[src/rtl/rs_bank_pkg.sv]
// Shared tag/CDB widths, per-entry state encoding and CDB match helper for the
// reservation-station bank.
package rs_bank_pkg;

  localparam int NUM_SRBITS  = 4;
  localparam int DATA_W      = 32;
  localparam int NUM_CDBBITS = 1 + NUM_SRBITS + DATA_W;

  typedef logic [NUM_SRBITS-1:0] tag_t;
  typedef logic [DATA_W-1:0]     data_t;

  typedef enum logic [1:0] {
    RS_ST_FREE  = 2'd0,
    RS_ST_WAIT  = 2'd1,
    RS_ST_READY = 2'd2,
    RS_ST_EXEC  = 2'd3
  } rs_state_e;

  function automatic tag_t entry_tag(input int base, input int idx);
    return tag_t'(base + idx);
  endfunction

  // Tag 0 means "value already valid", so it never matches a broadcast.
  function automatic logic cdb_hit(input logic on, input tag_t bus_tag, input tag_t t);
    return on && (t != '0) && (t == bus_tag);
  endfunction

endpackage

[src/rtl/rs_bank_if.sv]
// Dispatch, CDB and issue signals of the reservation-station bank.
interface rs_bank_if #(parameter int OP_W = 4);
  import rs_bank_pkg::*;

  logic                   flush;
  logic                   disp_valid;
  logic                   disp_ready;
  logic [OP_W-1:0]        disp_op;
  logic [NUM_CDBBITS-2:0] disp_srcA;
  logic [NUM_CDBBITS-2:0] disp_srcB;
  tag_t                   disp_tag;
  logic [NUM_CDBBITS-1:0] cdb;
  logic                   iss_valid;
  logic                   iss_ready;
  logic [OP_W-1:0]        iss_op;
  data_t                  iss_a;
  data_t                  iss_b;
  tag_t                   iss_tag;

  modport master (
    output flush, disp_valid, disp_op, disp_srcA, disp_srcB, cdb, iss_ready,
    input  disp_ready, disp_tag, iss_valid, iss_op, iss_a, iss_b, iss_tag
  );

  modport slave (
    input  flush, disp_valid, disp_op, disp_srcA, disp_srcB, cdb, iss_ready,
    output disp_ready, disp_tag, iss_valid, iss_op, iss_a, iss_b, iss_tag
  );

endinterface

[src/rtl/rs_select.sv]
// DEPTH-wide picker returning the lowest-index requester, or the one with the
// smallest age when RS_AGE_PRIORITY_EN is defined.
module rs_select #(
  parameter int DEPTH = 4
`ifdef RS_AGE_PRIORITY_EN
  , parameter int AGE_W = 3
`endif
) (
  input  logic [DEPTH-1:0]            req,
`ifdef RS_AGE_PRIORITY_EN
  input  logic [DEPTH-1:0][AGE_W-1:0] age,
`endif
  output logic [$clog2(DEPTH)-1:0]    idx,
  output logic                        any
);

  localparam int IDX_W = $clog2(DEPTH);

`ifdef RS_AGE_PRIORITY_EN
  logic [AGE_W-1:0] best;
`endif

  // Strict compare keeps the lowest index on equal ages.
  always_comb begin
    idx = '0;
    any = 1'b0;
`ifdef RS_AGE_PRIORITY_EN
    best = '1;
`endif
    for (int i = 0; i < DEPTH; i++) begin
      if (req[i]) begin
`ifdef RS_AGE_PRIORITY_EN
        if (!any || (age[i] < best)) begin
          any  = 1'b1;
          idx  = IDX_W'(i);
          best = age[i];
        end
`else
        if (!any) begin
          any = 1'b1;
          idx = IDX_W'(i);
        end
`endif
      end
    end
  end

endmodule

[src/rtl/rs_bank.sv]
// Tomasulo reservation-station bank: allocates entries, snoops the CDB and issues
// ready ops to one FU. Optional oldest-first issue under RS_AGE_PRIORITY_EN.
module rs_bank
  import rs_bank_pkg::*;
#(
  parameter int DEPTH    = 4,
  parameter int TAG_BASE = 1,
  parameter int OP_W     = 4
) (
  input logic      clk,
  input logic      rst_n,
  rs_bank_if.slave bus
);

  localparam int IDX_W = $clog2(DEPTH);

  rs_state_e       state    [DEPTH];
  rs_state_e       state_nx [DEPTH];
  logic [OP_W-1:0] op       [DEPTH];
  logic [OP_W-1:0] op_nx    [DEPTH];
  tag_t            a_tag    [DEPTH];
  tag_t            a_tag_nx [DEPTH];
  tag_t            b_tag    [DEPTH];
  tag_t            b_tag_nx [DEPTH];
  data_t           a_val    [DEPTH];
  data_t           a_val_nx [DEPTH];
  data_t           b_val    [DEPTH];
  data_t           b_val_nx [DEPTH];

  logic [DEPTH-1:0] free_vec, ready_vec;
  logic [IDX_W-1:0] alloc_idx, iss_idx;
  logic             any_free, any_ready;
  logic             disp_fire, iss_fire;
  logic             cdb_on;
  tag_t             cdb_tag, da_tag, db_tag;
  data_t            cdb_data, da_val, db_val;

`ifdef RS_AGE_PRIORITY_EN
  localparam int AGE_W = IDX_W + 1;
  logic [DEPTH-1:0][AGE_W-1:0] age, age_nx;
  logic [AGE_W-1:0]            pend_cnt, iss_age;
`endif

  assign {cdb_on, cdb_tag, cdb_data} = bus.cdb;

  always_comb begin
    for (int i = 0; i < DEPTH; i++) begin
      free_vec[i]  = (state[i] == RS_ST_FREE);
      ready_vec[i] = (state[i] == RS_ST_READY);
    end
  end

  // Allocation always takes the lowest free slot; all-zero ages give that order.
  rs_select #(
    .DEPTH(DEPTH)
`ifdef RS_AGE_PRIORITY_EN
    , .AGE_W(AGE_W)
`endif
  ) u_alloc (
    .req(free_vec),
`ifdef RS_AGE_PRIORITY_EN
    .age('0),
`endif
    .idx(alloc_idx),
    .any(any_free)
  );

  rs_select #(
    .DEPTH(DEPTH)
`ifdef RS_AGE_PRIORITY_EN
    , .AGE_W(AGE_W)
`endif
  ) u_issue (
    .req(ready_vec),
`ifdef RS_AGE_PRIORITY_EN
    .age(age),
`endif
    .idx(iss_idx),
    .any(any_ready)
  );

  assign disp_fire      = bus.disp_valid & any_free & ~bus.flush;
  assign iss_fire       = any_ready & bus.iss_ready & ~bus.flush;
  assign bus.disp_ready = any_free;
  assign bus.disp_tag   = entry_tag(TAG_BASE, int'(alloc_idx));
  assign bus.iss_valid  = any_ready;
  assign bus.iss_op     = any_ready ? op[iss_idx]    : '0;
  assign bus.iss_a      = any_ready ? a_val[iss_idx] : '0;
  assign bus.iss_b      = any_ready ? b_val[iss_idx] : '0;
  assign bus.iss_tag    = any_ready ? entry_tag(TAG_BASE, int'(iss_idx)) : '0;

  // Operands arriving on the CDB in the dispatch cycle are captured directly.
  always_comb begin
    {da_tag, da_val} = bus.disp_srcA;
    {db_tag, db_val} = bus.disp_srcB;
    if (cdb_hit(cdb_on, cdb_tag, da_tag)) begin
      da_tag = '0;
      da_val = cdb_data;
    end
    if (cdb_hit(cdb_on, cdb_tag, db_tag)) begin
      db_tag = '0;
      db_val = cdb_data;
    end
  end

`ifdef RS_AGE_PRIORITY_EN
  // Age is the rank among not-yet-issued entries; 0 is the oldest.
  always_comb begin
    pend_cnt = '0;
    for (int i = 0; i < DEPTH; i++) begin
      if ((state[i] == RS_ST_WAIT) || (state[i] == RS_ST_READY)) begin
        pend_cnt = pend_cnt + AGE_W'(1);
      end
    end
    iss_age = age[iss_idx];
  end
`endif

  always_comb begin
    state_nx = state;
    op_nx    = op;
    a_tag_nx = a_tag;
    a_val_nx = a_val;
    b_tag_nx = b_tag;
    b_val_nx = b_val;
`ifdef RS_AGE_PRIORITY_EN
    age_nx   = age;
`endif
    for (int i = 0; i < DEPTH; i++) begin
      if (bus.flush) begin
        state_nx[i] = RS_ST_FREE;
        op_nx[i]    = '0;
        a_tag_nx[i] = '0;
        a_val_nx[i] = '0;
        b_tag_nx[i] = '0;
        b_val_nx[i] = '0;
`ifdef RS_AGE_PRIORITY_EN
        age_nx[i]   = '0;
`endif
      end else begin
        case (state[i])
          RS_ST_FREE: begin
            if (disp_fire && (alloc_idx == IDX_W'(i))) begin
              op_nx[i]    = bus.disp_op;
              a_tag_nx[i] = da_tag;
              a_val_nx[i] = da_val;
              b_tag_nx[i] = db_tag;
              b_val_nx[i] = db_val;
              state_nx[i] = ((da_tag == '0) && (db_tag == '0)) ? RS_ST_READY : RS_ST_WAIT;
`ifdef RS_AGE_PRIORITY_EN
              age_nx[i]   = pend_cnt - AGE_W'(iss_fire);
`endif
            end
          end
          RS_ST_WAIT: begin
            if (cdb_hit(cdb_on, cdb_tag, a_tag[i])) begin
              a_tag_nx[i] = '0;
              a_val_nx[i] = cdb_data;
            end
            if (cdb_hit(cdb_on, cdb_tag, b_tag[i])) begin
              b_tag_nx[i] = '0;
              b_val_nx[i] = cdb_data;
            end
            if ((a_tag_nx[i] == '0) && (b_tag_nx[i] == '0)) begin
              state_nx[i] = RS_ST_READY;
            end
          end
          RS_ST_READY: begin
            if (iss_fire && (iss_idx == IDX_W'(i))) begin
              state_nx[i] = RS_ST_EXEC;
            end
          end
          RS_ST_EXEC: begin
            if (cdb_on && (cdb_tag == entry_tag(TAG_BASE, i))) begin
              state_nx[i] = RS_ST_FREE;
            end
          end
          default: state_nx[i] = RS_ST_FREE;
        endcase
`ifdef RS_AGE_PRIORITY_EN
        if (((state[i] == RS_ST_WAIT) || (state[i] == RS_ST_READY)) && iss_fire && (age[i] > iss_age)) begin
          age_nx[i] = age[i] - AGE_W'(1);
        end
`endif
      end
    end
  end

  always_ff @(posedge clk or negedge rst_n) begin
    if (!rst_n) begin
      for (int i = 0; i < DEPTH; i++) begin
        state[i] <= RS_ST_FREE;
        op[i]    <= '0;
        a_tag[i] <= '0;
        a_val[i] <= '0;
        b_tag[i] <= '0;
        b_val[i] <= '0;
      end
`ifdef RS_AGE_PRIORITY_EN
      age <= '0;
`endif
    end else begin
      state <= state_nx;
      op    <= op_nx;
      a_tag <= a_tag_nx;
      a_val <= a_val_nx;
      b_tag <= b_tag_nx;
      b_val <= b_val_nx;
`ifdef RS_AGE_PRIORITY_EN
      age   <= age_nx;
`endif
    end
  end

endmodule

[src/flat_wrapper.sv]
// flat-port wrapper written by rule: the top's interface ports become plain ports
module rs_bank_flat import rs_bank_pkg::*;
#(
  parameter int DEPTH    = 4,
  parameter int TAG_BASE = 1,
  parameter int OP_W     = 4
)
  (clk, rst_n, bus_flush, bus_disp_valid, bus_disp_op, bus_disp_srcA, bus_disp_srcB, bus_cdb, bus_iss_ready, bus_disp_ready, bus_disp_tag, bus_iss_valid, bus_iss_op, bus_iss_a, bus_iss_b, bus_iss_tag);
  rs_bank_if #(.OP_W(OP_W)) bus_i ();
  input logic clk;
  input logic rst_n;
  input wire logic [$bits(bus_i.flush)-1:0] bus_flush;
  input wire logic [$bits(bus_i.disp_valid)-1:0] bus_disp_valid;
  input wire logic [$bits(bus_i.disp_op)-1:0] bus_disp_op;
  input wire logic [$bits(bus_i.disp_srcA)-1:0] bus_disp_srcA;
  input wire logic [$bits(bus_i.disp_srcB)-1:0] bus_disp_srcB;
  input wire logic [$bits(bus_i.cdb)-1:0] bus_cdb;
  input wire logic [$bits(bus_i.iss_ready)-1:0] bus_iss_ready;
  output wire logic [$bits(bus_i.disp_ready)-1:0] bus_disp_ready;
  output wire logic [$bits(bus_i.disp_tag)-1:0] bus_disp_tag;
  output wire logic [$bits(bus_i.iss_valid)-1:0] bus_iss_valid;
  output wire logic [$bits(bus_i.iss_op)-1:0] bus_iss_op;
  output wire logic [$bits(bus_i.iss_a)-1:0] bus_iss_a;
  output wire logic [$bits(bus_i.iss_b)-1:0] bus_iss_b;
  output wire logic [$bits(bus_i.iss_tag)-1:0] bus_iss_tag;
  assign bus_i.flush = bus_flush;
  assign bus_i.disp_valid = bus_disp_valid;
  assign bus_i.disp_op = bus_disp_op;
  assign bus_i.disp_srcA = bus_disp_srcA;
  assign bus_i.disp_srcB = bus_disp_srcB;
  assign bus_i.cdb = bus_cdb;
  assign bus_i.iss_ready = bus_iss_ready;
  assign bus_disp_ready = bus_i.disp_ready;
  assign bus_disp_tag = bus_i.disp_tag;
  assign bus_iss_valid = bus_i.iss_valid;
  assign bus_iss_op = bus_i.iss_op;
  assign bus_iss_a = bus_i.iss_a;
  assign bus_iss_b = bus_i.iss_b;
  assign bus_iss_tag = bus_i.iss_tag;
  rs_bank #(.DEPTH(DEPTH), .TAG_BASE(TAG_BASE), .OP_W(OP_W)) u_core (.clk(clk), .rst_n(rst_n), .bus(bus_i));
endmodule
[config.mk]
export PLATFORM = sky130hd
export DESIGN_NAME = rs_bank_flat
export DESIGN_NICKNAME = d
export VERILOG_FILES = /design/src/rtl/rs_bank_pkg.sv /design/src/rtl/rs_bank_if.sv /design/src/rtl/rs_select.sv /design/src/rtl/rs_bank.sv /design/src/flat_wrapper.sv
export SDC_FILE = /design/constraint.sdc
export NUM_CORES = 1
export LEC_CHECK = 0
export BUFFER_PORTS_ARGS = -buffer_cell sky130_fd_sc_hd__buf_4
export CELL_PAD_IN_SITES_DETAIL_PLACEMENT = 1
export CELL_PAD_IN_SITES_GLOBAL_PLACEMENT = 1
export CORE_MARGIN = 2
export CORE_UTILIZATION = 25
export CTS_BUF_LIST = sky130_fd_sc_hd__clkbuf_16
export DETAILED_ROUTE_END_ITERATION = 10
export PLACE_DENSITY_LB_ADDON = 0.1
export SLEW_MARGIN = 10
export SYNTH_ARGS = -nofsm -noshare
export SYNTH_HDL_FRONTEND = slang
export SYNTH_HIERARCHICAL = 1
export SYNTH_SLANG_ARGS = --single-unit
export TNS_END_PERCENT = 10
[constraint.sdc]
create_clock -name clk -period 3 [get_ports clk]
set_clock_uncertainty 0.2 [all_clocks]
set_input_delay 0.45 -clock clk [delete_from_list [all_inputs] [get_ports clk]]
set_output_delay 0.45 -clock clk [all_outputs]
set_load 0.05 [all_outputs]
==> impl_metrics.csv, run 1 <==
group,metric,value,unit
critical_path,cp_max_fo,8,
power,internal_power,13.3,mW
floorplanning,die_w,274,µm
finish,finalInstanceArea,23900,µm²
status,outcome,"finished, violations left",
floorplanning,initial_utilization,25.1,%
power,power_frac_clock,21.1,%
placement,io_buffers,193,
sta,rsz0062_at_grt,"yes",
critical_path,max_stage_delay,0.54,ns
clock_tree,h-tree-depth,2,
placement,dp_cells,3086,
clock_tree,clk_latency,0.58,ns
sta,period_share,113,%
clock_tree,cts_tree,"done",
grt,overflow,0,
floorplanning,die_y,274,µm
critical_path,worst-path-buf-inv,3,
power,power.density,958,nW/µm²
power,sw_frac_of_total,42.1,%
min_path,hp-start,"bus_disp_srcB[35]",
placement,place_congestion,0.751,
route,drt_iter0_drc,673,
sta,setup_viol,72,
sta,tightest_slew,0.728,ns
synth,synth_edf_count,0,
sta,min_period,3.40,ns
placement,dpl_cell_area,21700,µm²
synth,synth_cells,1974,
clock_tree,clkTransAtPathRegs,0.06,ns
min_path,whs_path_depth,2,
grt,grt_usage,18.6,%
route,final_antenna_net_count,0,
critical_path,setup.worst_path.start_class,"register",
route,avgViaCountPerCell,4.91,
grt,grt_pass1_wl,106,mm
clock_tree,cts_buffer_depth,3,
sta,maxSlewHeadroom,51.0,%
route,drc,0,
critical_path,rrSetupSlack,-0.01,ns
floorplanning,dieArea,75100,µm²
critical_path,end_kind,"output port",
grt,grt_max_degree,117,
floorplanning,core,72600,µm²
power,p_sw,9.64,mW
critical_path,r2r_start,"u_core/state[3]",
power,leakage,10.2,nW
min_path,holdPathEnd,"u_core/b_tag[15]",
clock_tree,cts_root_buffer,"clkbuf_16",
sta,finalHoldViolations,0,
clock_tree,numCtsBuffers,43,
synth,ys_async_sr_fraction,100,%
flow_run,timing.max_cap.violations,0,
grt,grt_pass1_vias,16700,
synth,synth.avg_cell_area,9.24,µm²
finish,drive_gt1_share,28.6,%
sta,fmax,294,MHz
critical_path,r2r_end,"u_core/state[7]",
synth,synth-seq-cells,312,
finish,area_growth,31.1,%
placement,dp_slack,-0.215,ns
finish,fin_nets,2335,
finish,diodes,0,
finish,fin_util,32.9,%
power,ir_drop,0.438,mV
critical_path,crit_slowest_cell,"mux4_2",
floorplanning,io_pins,196,
critical_path,cp_common_cell,"buf_12",
synth,yosysSeqAreaShare,42.8,%
power,power,22.9,mW
critical_path,crit_type,"register to output port",
critical_path,rr_worst_depth,13,
synth,synth_cell_types,65,
grt,antenna_found_initial,0,
power,combPwrFrac,51.7,%
power,p_seq_share,27.2,%
sta,fin_ws,-0.404,ns
sta,slew_viol_final,0,
route,routed_wl,70.0,mm
synth,ys.flop_type,"dfrtp_1",
critical_path,required,2.35,ns
status,violations,"setup timing",
route,vias,15600,
sta,tns,-23.52,ns
placement,hpwl,47.2,mm
clock_tree,cts_sinks,312,
route,wl_per_cell,22.0,µm
synth,netlist_area,18200,µm²
min_path,worstHoldPathType,"primary input to register",
sta,timing.hold.ws,0.0299,ns
route,drtPass1Iterations,5,
critical_path,crit_family,"multiplexers",
critical_path,critical_path.cell_chain,"ha_4 -> nand2b_4 -> a21oi_4 -> buf_12 -> buf_12 -> mux4_2 -> and2_4 -> buf_8",
floorplanning,rows,99,
critical_path,crit_arrival,2.75,ns
synth,ys_warn_count,6,
finish,fin_cells,3176,
-- cell type report --
class	instances	area, µm²
repair buffers	329	3400
inverters	123	462
multi-input cells	1384	9770
flip-flops and latches	312	7810
clock inverters	25	176
fillers	8270	48700
well taps	959	1200
clock buffers	44	1100
-- cell families (layout without fill, tap and decap cells) --
logic type / Yosys count / count (layout) / synth area share [%]
AO/OA/AOI/OAI: 712 / 712 / 21.2
XOR/XNOR: 32 / 32 / 1.58
adder cells (fa/ha/maj): 24 / 24 / 1.65
buffers and inverters: 279 / 521 / 6.11
flip-flops: 312 / 312 / 42.8
multiplexers: 198 / 198 / 16.0
other: 1 / 2 / 0.0206
AND/OR/NAND/NOR: 416 / 416 / 10.7
-- cells in the final DEF, fill, tap and decap left out, drive strengths merged, types with 14 or more instances in the layout --
cell / synthesis / routed
and2: 76 / 76
nand2: 240 / 240
ha: 24 / 24
nand3: 17 / 17
o21ai: 483 / 483
xnor2: 17 / 17
clkbuf: 115 / 46
a21oi: 151 / 151
dfrtp: 312 / 312
a32o: 14 / 14
inv: 123 / 135
mux2: 66 / 66
nor2: 29 / 29
buf: 41 / 323
mux2i: 64 / 64
xor2: 15 / 15
mux4: 68 / 68
-- cells in the mapped netlist (7+ instances only) --
library cell  number  area (µm²)
nand3_1           16        80.1
buf_1             15        56.3
xor2_1            14         123
clkbuf_1         115         432
o21ai_1          248        1240
nor3_1            12        60.1
a32oi_1            7        61.3
and2_1            76         475
buf_2             18        90.1
a21oi_1          148         741
o21ai_0          234        1170
mux2_2            66         743
a32o_1            14         140
xnor2_1           17         149
nand2b_1           8        50.1
nand2_1          240         901
o31ai_1            8        60.1
or3_1              7        43.8
mux2i_1           64         641
inv_1            121         454
nor2_1            29         109
dfrtp_1          312        7810
a31oi_1            9        56.3
mux4_2            68        1530
ha_1              24         300
-- flip-flops by register name, summed over array words and instances (netlist names) --
signal / cells
u_core/a_val: 128
u_core/op: 16
u_core/b_val: 128
u_core/a_tag: 16
u_core/state: 8
u_core/b_tag: 16
-- power by group through the flow --
stage / logic, mW / clock network [mW] / registers, mW
CTS: 11.9 / 5.01 / 6.23
detailed placement: 10.9 / 0 / 6.28
finish: 11.9 / 4.83 / 6.23
floorplan: 6.83 / 0 / 5.98
global placement: 10.8 / 0 / 6.27
global route: 12.8 / 5.15 / 6.39
-- how the worst max path moves through the flow --
stage,from,to,slack (ns),depth (start not counted)
2_1_floorplan,u_core/state[2],u_core/a_val[109],-0.25,12
3_3_place_gp,u_core/state[0],u_core/state[1],-0.17,9
3_5_place_dp,u_core/state[0],u_core/state[1],-0.21,9
4_1_cts,u_core/state[0],bus_iss_a[16],-0.46,9
5_1_grt,u_core/state[3],bus_iss_a[16],-0.49,8
6_report,u_core/state[3],bus_iss_a[16],-0.40,8
-- timing repair --
action                                 in CTS  in global routing
pin swaps                                   4                  9
hold buffers                                4                  0
gates cloned                                2                  2
setup endpoints to repair                 105                282
setup buffers                              10                  4
gates resized for setup                   169                 25
endpoints found under the hold margin     129                  0
-- metal layers --
metal | GRT usage [%] | share of wire [%] | vias to the layer above
li1 | - | - | 7398
met1 | 25.8 | 48 | 7899
met2 | 30.9 | 47 | 232
met4 | 4.25 | 1.8 | 0
met5 | 0 | 0 | -
met3 | 2.27 | 2.9 | 66
Note: power is estimated with default switching activity, not from simulation.
==> run 2: changes to the inputs <==
--- a/config.mk
+++ b/config.mk
@@ -13,6 +13,7 @@
 export CTS_BUF_LIST = sky130_fd_sc_hd__clkbuf_16
 export DETAILED_ROUTE_END_ITERATION = 10
 export PLACE_DENSITY_LB_ADDON = 0.1
+export SKIP_LAST_GASP = 1
 export SLEW_MARGIN = 10
 export SYNTH_ARGS = -nofsm -noshare
 export SYNTH_HDL_FRONTEND = slang
==> run 2 against run 1 <==
  * Power down 1.9%
  * The flow still finishes with violations (setup timing)
  * First-iteration DRC count down 0.89%
  * Flip-flop and latch count unchanged
  * Via count down 0.28%
  * Worst setup slack worse by 0.011 ns
  * Utilization down 0.46 points
  * Design area down 1.4%
  * Combinational power down 4%
  * Highest routed layer unchanged
  * Largest cell class unchanged
  * Worst hold slack worse by 0.0014 ns
  * Non-clock buffer count unchanged
  * Fmax down 0.33%
==> impl_metrics.csv, run 2 (synthesis gave the netlist of run 1 again) <==
group,metric,value,unit
critical_path,crit_slowest_cell,"mux4_2",
sta,maxSlewHeadroom,50.1,%
clock_tree,clkTransAtPathRegs,0.06,ns
critical_path,worst-path-buf-inv,3,
finish,fillCellCount,8311,
grt,grt_pass1_wl,106,mm
critical_path,cp_common_cell,"buf_12",
clock_tree,cts_buffer_depth,3,
route,vias,15600,
placement,io_buffers,193,
power,combPwrFrac,50.9,%
sta,slew_viol_final,0,
floorplanning,dieArea,75100,µm²
critical_path,setup.worst_path.start_class,"register",
floorplanning,rows,99,
critical_path,rr_worst_depth,12,
placement,hpwl,47.2,mm
finish,final_common_cell,"dfrtp_1",
critical_path,rrSetupSlack,-0.15,ns
critical_path,crit_family,"buffers and inverters",
min_path,whs_path_depth,2,
grt,grt_max_degree,117,
power,power.density,953,nW/µm²
placement,dpl_cell_area,21700,µm²
clock_tree,cts_sinks,312,
sta,fmax,293,MHz
floorplanning,core,72600,µm²
sta,min_period,3.41,ns
power,p_sw,9.48,mW
clock_tree,cts_root_buffer,"clkbuf_16",
clock_tree,cts_tree,"done",
power,ir_drop,0.438,mV
finish,fin_util,32.5,%
finish,layout_common_cells,"dfrtp_1 (312), o21ai_1 (248), nand2_1 (239)",
finish,area_growth,29.3,%
clock_tree,numCtsBuffers,43,
route,final_antenna_net_count,0,
flow_run,timing.max_cap.violations,0,
sta,period_share,114,%
finish,drive_gt1_share,26.0,%
critical_path,r2r_end,"u_core/a_val[1]",
sta,setup_viol,223,
floorplanning,initial_utilization,25.1,%
power,power,22.5,mW
route,avgViaCountPerCell,4.90,
min_path,hp-start,"bus_disp_srcB[34]",
route,drtPass1Iterations,5,
clock_tree,h-tree-depth,2,
status,violations,"setup timing",
finish,finalInstanceArea,23600,µm²
critical_path,max_stage_delay,0.51,ns
status,outcome,"finished, violations left",
critical_path,critical_path.cell_chain,"ha_4 -> nand2b_4 -> a21oi_4 -> buf_12 -> buf_12 -> mux4_2 -> and2_1 -> buf_4",
min_path,worstHoldPathType,"primary input to register",
sta,tightest_slew,0.742,ns
sta,finalHoldViolations,0,
critical_path,end_kind,"output port",
finish,top_regs,"u_core/a_val: 128 flops, u_core/b_val: 128 flops",
power,leakage,10.1,nW
floorplanning,die_w,274,µm
placement,place_congestion,0.751,
route,drc,0,
grt,grt_pass1_vias,16600,
route,drt_iter0_drc,667,
critical_path,r2r_start,"u_core/state[5]",
min_path,holdPathEnd,"u_core/b_tag[14]",
power,power_frac_clock,21.4,%
route,routed_wl,69.9,mm
power,internal_power,13.0,mW
power,p_seq_share,27.7,%
route,wl_per_cell,22.0,µm
clock_tree,clk_latency,0.58,ns
sta,rsz0062_at_grt,"yes",
grt,antenna_found_initial,0,
sta,tns,-35.80,ns
critical_path,required,2.35,ns
finish,fin_nets,2335,
floorplanning,io_pins,196,
grt,grt_usage,18.6,%
critical_path,crit_type,"register to output port",
sta,timing.hold.ws,0.0284,ns
sta,fin_ws,-0.415,ns
critical_path,crit_arrival,2.76,ns
power,sw_frac_of_total,42.2,%
critical_path,cp_max_fo,8,
floorplanning,die_y,274,µm
grt,overflow,0,
finish,diodes,0,
## run 2: cell counts in the layout (fill, tap and decap cells not counted)
Identical to the previous run, type by type.
## run 2: through the flow
step	setup slack, ns	std cells
after floorplan	-0.254	1975
after global placement	-0.175	3086
after detailed placement	-0.215	3086
after CTS	-0.464	3171
after global routing	-0.491	3176
final	-0.415	3176
## run 2: worst max path at each step
stage,from,endpoint,cells past startpoint
floorplan,u_core/state[2],u_core/a_val[109],12
global placement,u_core/state[0],u_core/state[1],9
detailed placement,u_core/state[0],u_core/state[1],9
CTS,u_core/state[0],bus_iss_a[16],9
global route,u_core/state[3],bus_iss_a[16],8
finish,u_core/state[3],bus_iss_b[0],8
## run 2: timing repair
item | 4_1_cts | 5_1_grt
gates resized for setup | 41 | 56
endpoints found under the hold margin | 129 | 0
buffers inserted | 10 | 4
endpoints found under the setup margin | 105 | 325
pin swaps | 3 | 5
gates cloned | 2 | 2
hold buffers | 4 | 0
## run 2: area by class of cell
cell class / instances / area (µm²) / share of cell area, %
clock inverter: 25 / 176 / 0.748
sequential: 312 / 7810 / 33.1
clock buffer: 44 / 1100 / 4.67
inverter: 123 / 462 / 1.96
multi-input combinational: 1384 / 9570 / 40.6
timing repair buffer: 329 / 3260 / 13.8
tap: 959 / 1200 / 5.09
## run 2: layer usage
layer  share of wire, %  track usage, %
met4                1.8            4.29
met5                  0               0
met2                 48            30.9
met1                 48            25.7
met3                3.1            2.29
## run 2: worst reg2reg max path: cells and delay by family, from the launching register on
family	cells	cell delay [ns]
simple gates	3	0.44
buf+inv	5	0.88
flops	1	0.41
compound gates	3	0.87
fa+ha+maj	1	0.24
## run 2: power groups by stage
stage	clock network, mW	registers [mW]	logic (mW)
floorplan	0	5.98	6.83
global placement	0	6.27	10.8
detailed placement	0	6.28	10.9
CTS	5.01	6.23	11.4
global route	5.16	6.39	12.4
finish	4.82	6.22	11.4
